### src/rtl/hazard_ctrl_if.sv
// Bundle between the pipeline control and the hazard unit: ID-stage decode,
// the EX branch decision, and the forwarding/stall/flush results plus counters.
interface hazard_ctrl_if;
    logic        freeze;
    logic        id_valid;
    logic [3:0]  id_rs0;
    logic [3:0]  id_rs1;
    logic        id_rs0_used;
    logic        id_rs1_used;
    logic        id_wr_en;
    logic        id_mem_read;
    logic [3:0]  id_wr_reg;
    logic        ex_branch;
    logic [1:0]  fwd_reg0;
    logic [1:0]  fwd_reg1;
    logic        stall;
    logic [4:0]  flush;
    logic [15:0] stall_cnt;
    logic [15:0] flush_cnt;

    // There is no valid/ready backpressure here: id_valid qualifies the ID
    // fields in the same cycle, and freeze is the only hold on the records.
    modport master (
        output freeze, id_valid, id_rs0, id_rs1, id_rs0_used, id_rs1_used,
               id_wr_en, id_mem_read, id_wr_reg, ex_branch,
        input  fwd_reg0, fwd_reg1, stall, flush, stall_cnt, flush_cnt
    );

    modport slave (
        input  freeze, id_valid, id_rs0, id_rs1, id_rs0_used, id_rs1_used,
               id_wr_en, id_mem_read, id_wr_reg, ex_branch,
        output fwd_reg0, fwd_reg1, stall, flush, stall_cnt, flush_cnt
    );
endinterface

### src/rtl/hazard_ctrl.sv
// Five-stage pipeline hazard unit: tracks EX/MEM/WB destination records and
// produces operand forwarding selects, load-use stall, branch flush and counters.
module hazard_ctrl (
    input  logic        clk,
    input  logic        rst,
    hazard_ctrl_if.slave bus
);
    typedef struct packed {
        logic       valid;
        logic       wr_en;
        logic [3:0] wr_reg;
        logic       mem_read;
    } rec_t;

    rec_t        ex_q, mem_q, wb_q;
    logic [3:0]  ex_rs0_q, ex_rs1_q;
    logic        ex_used0_q, ex_used1_q;
    logic [15:0] stall_cnt_q, flush_cnt_q;
    logic        load_use, lu_stall, branch_go;

    function automatic logic writes(rec_t s, logic [3:0] r);
        return s.valid && s.wr_en && (s.wr_reg == r) && (r != 4'd0);
    endfunction

    // MEM is the younger producer, so it wins over WB; unused sources never forward.
    function automatic logic [1:0] fwd_sel(logic used, logic [3:0] r, rec_t m, rec_t w);
        if (used && writes(m, r)) return 2'b01;
        if (used && writes(w, r)) return 2'b10;
        return 2'b00;
    endfunction

    always_comb begin
        load_use = bus.id_valid && ex_q.valid && ex_q.mem_read && ex_q.wr_en &&
                   (ex_q.wr_reg != 4'd0) &&
                   ((bus.id_rs0_used && (bus.id_rs0 == ex_q.wr_reg)) ||
                    (bus.id_rs1_used && (bus.id_rs1 == ex_q.wr_reg)));
        lu_stall  = load_use && !bus.ex_branch;
        branch_go = !rst && !bus.freeze && bus.ex_branch;
    end

    assign bus.fwd_reg0  = fwd_sel(ex_used0_q, ex_rs0_q, mem_q, wb_q);
    assign bus.fwd_reg1  = fwd_sel(ex_used1_q, ex_rs1_q, mem_q, wb_q);
    assign bus.stall     = !rst && (bus.freeze || lu_stall);
    assign bus.flush     = {3'b000, branch_go, branch_go};
    assign bus.stall_cnt = stall_cnt_q;
    assign bus.flush_cnt = flush_cnt_q;

    always_ff @(posedge clk or posedge rst) begin
        if (rst) begin
            ex_q        <= '0;
            mem_q       <= '0;
            wb_q        <= '0;
            ex_rs0_q    <= 4'd0;
            ex_rs1_q    <= 4'd0;
            ex_used0_q  <= 1'b0;
            ex_used1_q  <= 1'b0;
            stall_cnt_q <= 16'd0;
            flush_cnt_q <= 16'd0;
        end else if (!bus.freeze) begin
            wb_q          <= mem_q;
            mem_q         <= ex_q;
            // A stalled or flushed ID instruction enters EX as a bubble.
            ex_q.valid    <= bus.id_valid && !load_use && !bus.ex_branch;
            ex_q.wr_en    <= bus.id_wr_en;
            ex_q.wr_reg   <= bus.id_wr_reg;
            ex_q.mem_read <= bus.id_mem_read;
            ex_rs0_q      <= bus.id_rs0;
            ex_rs1_q      <= bus.id_rs1;
            ex_used0_q    <= bus.id_rs0_used;
            ex_used1_q    <= bus.id_rs1_used;
            if (lu_stall && (stall_cnt_q != 16'hFFFF))
                stall_cnt_q <= stall_cnt_q + 16'd1;
            if (bus.ex_branch && (flush_cnt_q != 16'hFFFF))
                flush_cnt_q <= flush_cnt_q + 16'd1;
        end
    end
endmodule

### src/flat_wrapper.sv
// flat-port wrapper written by rule: the top's interface ports become plain ports
module hazard_ctrl_flat 
  (clk, rst, bus_freeze, bus_id_valid, bus_id_rs0, bus_id_rs1, bus_id_rs0_used, bus_id_rs1_used, bus_id_wr_en, bus_id_mem_read, bus_id_wr_reg, bus_ex_branch, bus_fwd_reg0, bus_fwd_reg1, bus_stall, bus_flush, bus_stall_cnt, bus_flush_cnt);
  hazard_ctrl_if bus_i ();
  input  logic clk;
  input  logic rst;
  input wire logic [$bits(bus_i.freeze)-1:0] bus_freeze;
  input wire logic [$bits(bus_i.id_valid)-1:0] bus_id_valid;
  input wire logic [$bits(bus_i.id_rs0)-1:0] bus_id_rs0;
  input wire logic [$bits(bus_i.id_rs1)-1:0] bus_id_rs1;
  input wire logic [$bits(bus_i.id_rs0_used)-1:0] bus_id_rs0_used;
  input wire logic [$bits(bus_i.id_rs1_used)-1:0] bus_id_rs1_used;
  input wire logic [$bits(bus_i.id_wr_en)-1:0] bus_id_wr_en;
  input wire logic [$bits(bus_i.id_mem_read)-1:0] bus_id_mem_read;
  input wire logic [$bits(bus_i.id_wr_reg)-1:0] bus_id_wr_reg;
  input wire logic [$bits(bus_i.ex_branch)-1:0] bus_ex_branch;
  output wire logic [$bits(bus_i.fwd_reg0)-1:0] bus_fwd_reg0;
  output wire logic [$bits(bus_i.fwd_reg1)-1:0] bus_fwd_reg1;
  output wire logic [$bits(bus_i.stall)-1:0] bus_stall;
  output wire logic [$bits(bus_i.flush)-1:0] bus_flush;
  output wire logic [$bits(bus_i.stall_cnt)-1:0] bus_stall_cnt;
  output wire logic [$bits(bus_i.flush_cnt)-1:0] bus_flush_cnt;
  assign bus_i.freeze = bus_freeze;
  assign bus_i.id_valid = bus_id_valid;
  assign bus_i.id_rs0 = bus_id_rs0;
  assign bus_i.id_rs1 = bus_id_rs1;
  assign bus_i.id_rs0_used = bus_id_rs0_used;
  assign bus_i.id_rs1_used = bus_id_rs1_used;
  assign bus_i.id_wr_en = bus_id_wr_en;
  assign bus_i.id_mem_read = bus_id_mem_read;
  assign bus_i.id_wr_reg = bus_id_wr_reg;
  assign bus_i.ex_branch = bus_ex_branch;
  assign bus_fwd_reg0 = bus_i.fwd_reg0;
  assign bus_fwd_reg1 = bus_i.fwd_reg1;
  assign bus_stall = bus_i.stall;
  assign bus_flush = bus_i.flush;
  assign bus_stall_cnt = bus_i.stall_cnt;
  assign bus_flush_cnt = bus_i.flush_cnt;
  hazard_ctrl u_core (.clk(clk), .rst(rst), .bus(bus_i));
endmodule
### config.mk
export PLATFORM = sky130hd
export DESIGN_NAME = hazard_ctrl_flat
export DESIGN_NICKNAME = d
export VERILOG_FILES = /design/src/rtl/hazard_ctrl_if.sv /design/src/rtl/hazard_ctrl.sv /design/src/flat_wrapper.sv
export SDC_FILE = /design/constraint.sdc
export NUM_CORES = 1
export LEC_CHECK = 0
export ABC_CLOCK_PERIOD_IN_PS = 3990
export CAP_MARGIN = 10
export CORE_ASPECT_RATIO = 0.9
export CORE_UTILIZATION = 50
export CTS_CLUSTER_SIZE = 25
export DETAILED_ROUTE_END_ITERATION = 7
export PLACE_DENSITY = 0.85
export SLEW_MARGIN = 20
export SYNTH_ARGS = -nofsm -noshare
export SYNTH_HDL_FRONTEND = slang
export SYNTH_SLANG_ARGS = --single-unit
export TNS_END_PERCENT = 5
### constraint.sdc
create_clock -name clk -period 3.99 [get_ports clk]
set_input_delay 0.5985 -clock clk [delete_from_list [all_inputs] [get_ports clk]]
set_output_delay 0.5985 -clock clk [all_outputs]
set_load 0.1 [all_outputs]
==> flow_metrics.tcl <==
set metrics [dict create \
    ys_seq_area_share_pct 51.15 \
    tightest_slew_ps 996.2 \
    antenna_found_initial 0 \
    io_buffer_count 59 \
    rsz0062_at_grt "false" \
    cp_slowest_cell "clkdlybuf4s50_1" \
    finalWirelength_mm 6.220 \
    hold_viol_final 0 \
    ctsLongestPathBuffers 2 \
    wire_per_inst_um 15.91 \
    hpwl_mm 4.445 \
    ys_types 33 \
    first_pass_iters 4 \
    cts_made_buffers 9 \
    nFillCells 445 \
    arrival_ps 2630 \
    skew_ps 13.21 \
    cp.required_ps 3390 \
    crit_chain "o41ai_1 -> nor4_4 -> clkdlybuf4s50_1" \
    fmax_ghz 0.3099 \
    drc 0 \
    final_util_pct 67.11 \
    ys_ff_latch 61 \
    fp.dieArea_um2 6282 \
    viasPerCell 5.586 \
    crit_type "reg -> out" \
    post_dp_cell_area_um2 3666 \
    global_route.usage.met3_pct 5.092 \
    nNetsFinal 339 \
    synth_area_per_cell_um2 11.84 \
    postCtsHoldBufs 0 \
    post-place-ws_ps 1096 \
    status "finished clean" \
    path_max_fanout 4 \
    drtAntennaViolNets 0 \
    p_leak_nw 1.576 \
    clk_latency_ps 340 \
    busiest_layer "met2" \
    slew_headroom_pct 33.38 \
    grt_pass1_vias 2096 \
    cts_resized 0 \
    grtUsageTotal_pct 21.10 \
    worstSetupStartpointType "flip-flop" \
    period_share_pct 80.86 \
    cts_sinks 61 \
    cts_setup_buffers 0 \
    min_path_type "reg -> reg" \
    rows 26 \
    die_y_um 75.29 \
    clock-root-buffer "clkbuf_8" \
    clk_pin_slew_worst_paths_ps 70 \
    ys_warn_count 0 \
    power_density_nw_per_um2 458.7 \
    vias 2184 \
    cp-end-kind "output port" \
    grt.met1_usage_pct 28.34 \
    dr.first_iter.drc_count 88 \
    drv_cap 0 \
    cts.htree.levels 3 \
    drive_above_1_share_pct 19.63 \
    grt_pass1_wl_mm 10.26 \
    ir_worst_vdd_uv 703.0 \
    gp_congestion 0.8178 \
    io_pins 63 \
    n_antenna_cell 0 \
    final_area_um2 3842 \
    period_minus_slack_ps 3226 \
    p_total_mw 1.762 \
    finalMaxSlewViolations 0 \
    area_growth_pct 28.76 \
    initial_utilization_pct 52.12 \
    worst_slack_ps 763.5 \
    core_um2 5725 \
    grt_max_degree 62 \
    die-width_um 83.44 \
    setup_viol 0 \
    holdWs_ps 495.7 \
    synthCells 252 \
    max_stage_delay_ps 1000 \
    grt_use_met2_pct 33.97 \
    cts_tree "yes" \
    grt_overflow 0 \
    syn-cell-area_um2 2984 \
]
cells by family (layout without fill, tap and decap cells):
group	after synthesis	in the layout	synth area share (%)
AOI/OAI and AO/OA	6	6	2.055
xor gates and xnor gates	52	52	15.26
adders and majority gates	2	2	0.8384
buffers and inverters	12	79	2.222
DFF	61	61	51.15
muxes	32	32	12.16
other	1	3	0.1257
and+or+nand+nor	86	86	16.18
cell usage in the layout (no fill, tap or decap), types with 3 or more instances in the layout:
cell and instances:
nand2_1 11, buf_4 5, nor2_1 6, conb_1 3, clkbuf_8 9, nand3_1 21
xor2_1 17, mux2_2 30, xnor2_1 35, clkdlybuf4s50_1 54, clkinvlp_4 4, nand4_1 12
nor4_1 10, and4_1 4, nor3_1 7, and3_1 3, dfrtp_1 61
worst paths after layout:
check                                                    startpoint                                   to  slack, ps  cells past startpoint
worst max-delay path                 u_core.ex_rs0_q[0]$_DFFE_PP0N_                      bus_fwd_reg0[0]        760                      3
worst min-delay path            u_core.bus.stall_cnt[5]$_DFFE_PP0P_  u_core.bus.stall_cnt[5]$_DFFE_PP0P_        500                      1
worst max register to register  u_core.bus.stall_cnt[2]$_DFFE_PP0P_  u_core.bus.stall_cnt[1]$_DFFE_PP0P_       1650                      5
worst min register to register  u_core.bus.stall_cnt[5]$_DFFE_PP0P_  u_core.bus.stall_cnt[5]$_DFFE_PP0P_        500                      1
max in group asynchronous                                       rst       u_core.ex_rs0_q[1]$_DFFE_PP0N_       2630                      3
min in group asynchronous                                       rst           u_core.ex_q[6]$_DFFE_PP0N_        870                      3
sequential cells by signal (all words and copies together), names as in the netlist:
signal / cells
u_core.mem_q: 6
u_core.ex_used1_q: 1
u_core.ex_used0_q: 1
u_core.ex_rs1_q: 4
u_core.bus.stall_cnt: 16
u_core.ex_rs0_q: 4
u_core.ex_q: 7
u_core.bus.flush_cnt: 16
u_core.wb_q: 6
per-layer routing:
layer / share of wire, % / vias up
met5: 0 / -
met2: 47 / 68
met3: 5.6 / 12
met4: 1.3 / 0
li1: - / 1041
met1: 46 / 1063
cells in the mapped netlist, drive strengths merged:
| cell type | n | area, µm² |
|---|---|---|
| ha | 2 | 25.02 |
| a41oi | 1 | 16.27 |
| nor4 | 13 | 81.33 |
| xor2 | 17 | 148.9 |
| or4 | 2 | 18.77 |
| nand4 | 12 | 75.07 |
| nand2 | 11 | 41.29 |
| nand4b | 1 | 8.760 |
| xnor2 | 35 | 306.5 |
| a32o | 1 | 10.01 |
| or2 | 2 | 12.52 |
| and4 | 4 | 35.03 |
| o21a | 1 | 7.510 |
| buf | 10 | 58.81 |
| mux2 | 31 | 352.8 |
| mux2i | 1 | 10.01 |
| nand3 | 21 | 105.1 |
| conb | 1 | 3.750 |
| o22a | 1 | 10.01 |
| nand2b | 2 | 12.51 |
| inv | 2 | 7.510 |
| dfrtp | 61 | 1526 |
| o41ai | 2 | 17.52 |
| and3 | 3 | 18.77 |
| nor3 | 8 | 45.04 |
| nor2 | 6 | 22.52 |
| or3 | 1 | 6.260 |
where the power goes:
part           leakage, nW  switching, mW  internal, mW
sequential           0.776         0.0899         0.684
combinational        0.722          0.335         0.170
clock               0.0774          0.258         0.225
total                 1.58          0.683          1.08
critical path, delay by kind of cell (launching register included):
kind | cells | cell delay [ps]
flip-flops | 1 | 430
AND/OR/NAND/NOR | 1 | 120
buffers and inverters | 1 | 1000
AO/OA/AOI/OAI | 1 | 750
stage by stage:
step	std cells	TNS (ps)
2_1_floorplan	254	-802.1
3_3_place_gp	375	0
3_5_place_dp	375	0
4_1_cts	391	0
5_1_grt	391	0
6_report	391	0
area by class of cell:
cell class | count | area, µm² | area share, %
inverter | 2 | 7.507 | 0.1954
clock buffer | 9 | 123.9 | 3.224
sequential | 61 | 1526 | 39.73
clock inverter | 7 | 52.55 | 1.368
timing repair buffer | 61 | 618.1 | 16.09
tap | 70 | 87.58 | 2.279
multi-input combinational | 181 | 1426 | 37.12
(Power assumes the default switching activity.)
==> RTL change (same settings) <==
Make the reset (`rst`) synchronous in one clocked block.
--- a/src/rtl/hazard_ctrl.sv
+++ b/src/rtl/hazard_ctrl.sv
@@ -45,7 +45,7 @@
     assign bus.stall_cnt = stall_cnt_q;
     assign bus.flush_cnt = flush_cnt_q;
 
-    always_ff @(posedge clk or posedge rst) begin
+    always_ff @(posedge clk) begin
         if (rst) begin
             ex_q        <= '0;
             mem_q       <= '0;
Behaviour: differs if rst is asserted again (counterexample within 4 cycles, from zero or initial values and one cycle with rst high); with rst held inactive, the same outputs for 10 cycles.
==> RTL change against the original RTL <==
- synthesized cell count increased by 38%
- critical path depth unchanged
- final area increased by 4.9%
- first-iteration DRC count grew 74%
- maximum frequency increased by 4.1%
- sequential share of layout area down 9.4 points
- worst hold slack got worse by 11 ps
- area after synthesis rose by 7.0%
- sequential cell count stayed put
- setup slack better by 130 ps
- via count increased by 28%
- wire length up 17%
Power is not compared: it rests on default switching activity, and its combinational part moved more than twofold at a synthesized area within 25%.
==> RTL change: results <==
[global_routing]
grt_util_all_layers_pct = 22.41
grt_pass1_wl_um = 11830
grt.met1_usage_pct = 30.65
use_met3_pct = 6.596
antenna_found_initial = 0
grtUsageMet2_pct = 34.21
grt_pass1_vias = 2458
grt_max_degree = 46

[timing]
setup_viol = 0
worst_slew_pin_slew_ps = 982.8
clock_skew_ps = 8.088

[synthesis]
synthFlopType = "dfxtp_1"
yosysSeqAreaShare_pct = 38.26
synth_compound_gate_area_share_pct = 8.114
syn_inst = 349
async_reset_ff_share_pct = 0
synth_fa_ha_area_share_pct = 0.7840
synth_common_cells = "61 x dfxtp_1, 53 x nor2_1, 29 x mux2i_1"
synthXorXnorAreaFrac_pct = 9.330
synth_mux_area_share_pct = 12.15
ys_types = 49
synth.area.top_cells = "dfxtp_1 38%, mux2i_1 9.1%, nor2_1 6.2%"

[pwr]
p_leak_nw = 1.452
power.net_switching_mw = 0.3527

[clock_network]
cts-buffers-inserted = 9
root_buffer = "clkbuf_8"

[detailed_routing]
wire_per_inst_um = 14.71
vias = 2790
drtIter0Drc = 153
vias_per_cell = 5.625

[status]
outcome = "finished, final reports clean"

[placement]
placed_area_um2 = 3804
dp_hpwl_um = 5032
placedCellCount = 480
globalplace.congestion = 0.8780

[critical_path]
crit_slowest_cell = "clkdlybuf4s50_1"

[worst_hold_path]
hold_class = "register to register"

[final_layout]
drive_gt1_share_pct = 11.74
nNetsFinal = 427
nFillCells = 531
RTL change: cell count changes in the layout (fill, tap and decap cells not counted), moves of 13 or more:
cell | before | now
dfrtp_1 | 61 | 0
a21oi_1 | 0 | 13
dfxtp_1 | 0 | 61
mux2_2 | 30 | 1
mux2i_1 | 1 | 29
xnor2_1 | 35 | 18
nor2_1 | 6 | 53
RTL change: cells by family (layout without fill, tap and decap cells):
| group | Yosys count | in the layout |
|---|---|---|
| DFF | 61 | 61 |
| adders and majority gates | 2 | 2 |
| and+or+nand+nor | 155 | 155 |
| AOI/OAI and AO/OA | 37 | 37 |
| other | 1 | 3 |
| muxes | 36 | 36 |
| buffers and inverters | 23 | 81 |
| xor gates and xnor gates | 34 | 34 |
RTL change: stage by stage:
step	utilization (%)	hold slack, ps	worst slack (ps)	power [mW]
floorplan	-	456.0	-710.6	0.7653
global placement	61.86	472.7	1129	0.8028
detailed placement	61.86	477.1	1114	0.8071
CTS	65.53	484.3	878.7	1.427
global route	65.53	514.2	760.4	1.468
finish	65.53	484.8	889.6	1.417
RTL change: layout make-up:
cell class                 count  area share [%]
clock buffer                  12           3.851
clock inverter                 4           1.739
inverter                       3          0.2795
multi-input combinational    267           46.46
sequential                    61           30.31
tap                           87           2.702
timing repair buffer          62           14.66
RTL change: final timing paths:
kind | from | endpoint | cells past startpoint
setup / recovery | u_core.ex_rs0_q[3] | bus_fwd_reg0[0] | 3
hold / removal | u_core.ex_q[6] | u_core.ex_q[6] | 2
setup reg to reg | u_core.bus.stall_cnt[0] | u_core.bus.stall_cnt[2] | 6
hold reg to reg | u_core.ex_q[6] | u_core.ex_q[6] | 2
RTL change: worst reg2reg max path, delay by kind of cell, from the launching register on:
kind / cells / cell delay, ps
and+or+nand+nor: 3 / 770
DFF: 1 / 460
muxes: 1 / 320
adders and majority gates: 1 / 240
AOI/OAI and AO/OA: 1 / 460
RTL change: power groups by stage:
stage / clock network [mW] / logic [mW] / registers [mW]
2_1_floorplan: 0 / 0.105 / 0.660
3_3_place_gp: 0 / 0.147 / 0.656
3_5_place_dp: 0 / 0.151 / 0.656
4_1_cts: 0.632 / 0.151 / 0.643
5_1_grt: 0.662 / 0.162 / 0.645
6_report: 0.623 / 0.150 / 0.644
RTL change: metal layers:
metal | wire [um] | vias to the layer above | share of wire [%]
met2 | 3342 | 82 | 46
met3 | 382 | 10 | 5.2
met4 | 72 | 0 | 0.99
met1 | 3497 | 1337 | 48
li1 | - | 1361 | -
met5 | 0 | - | 0
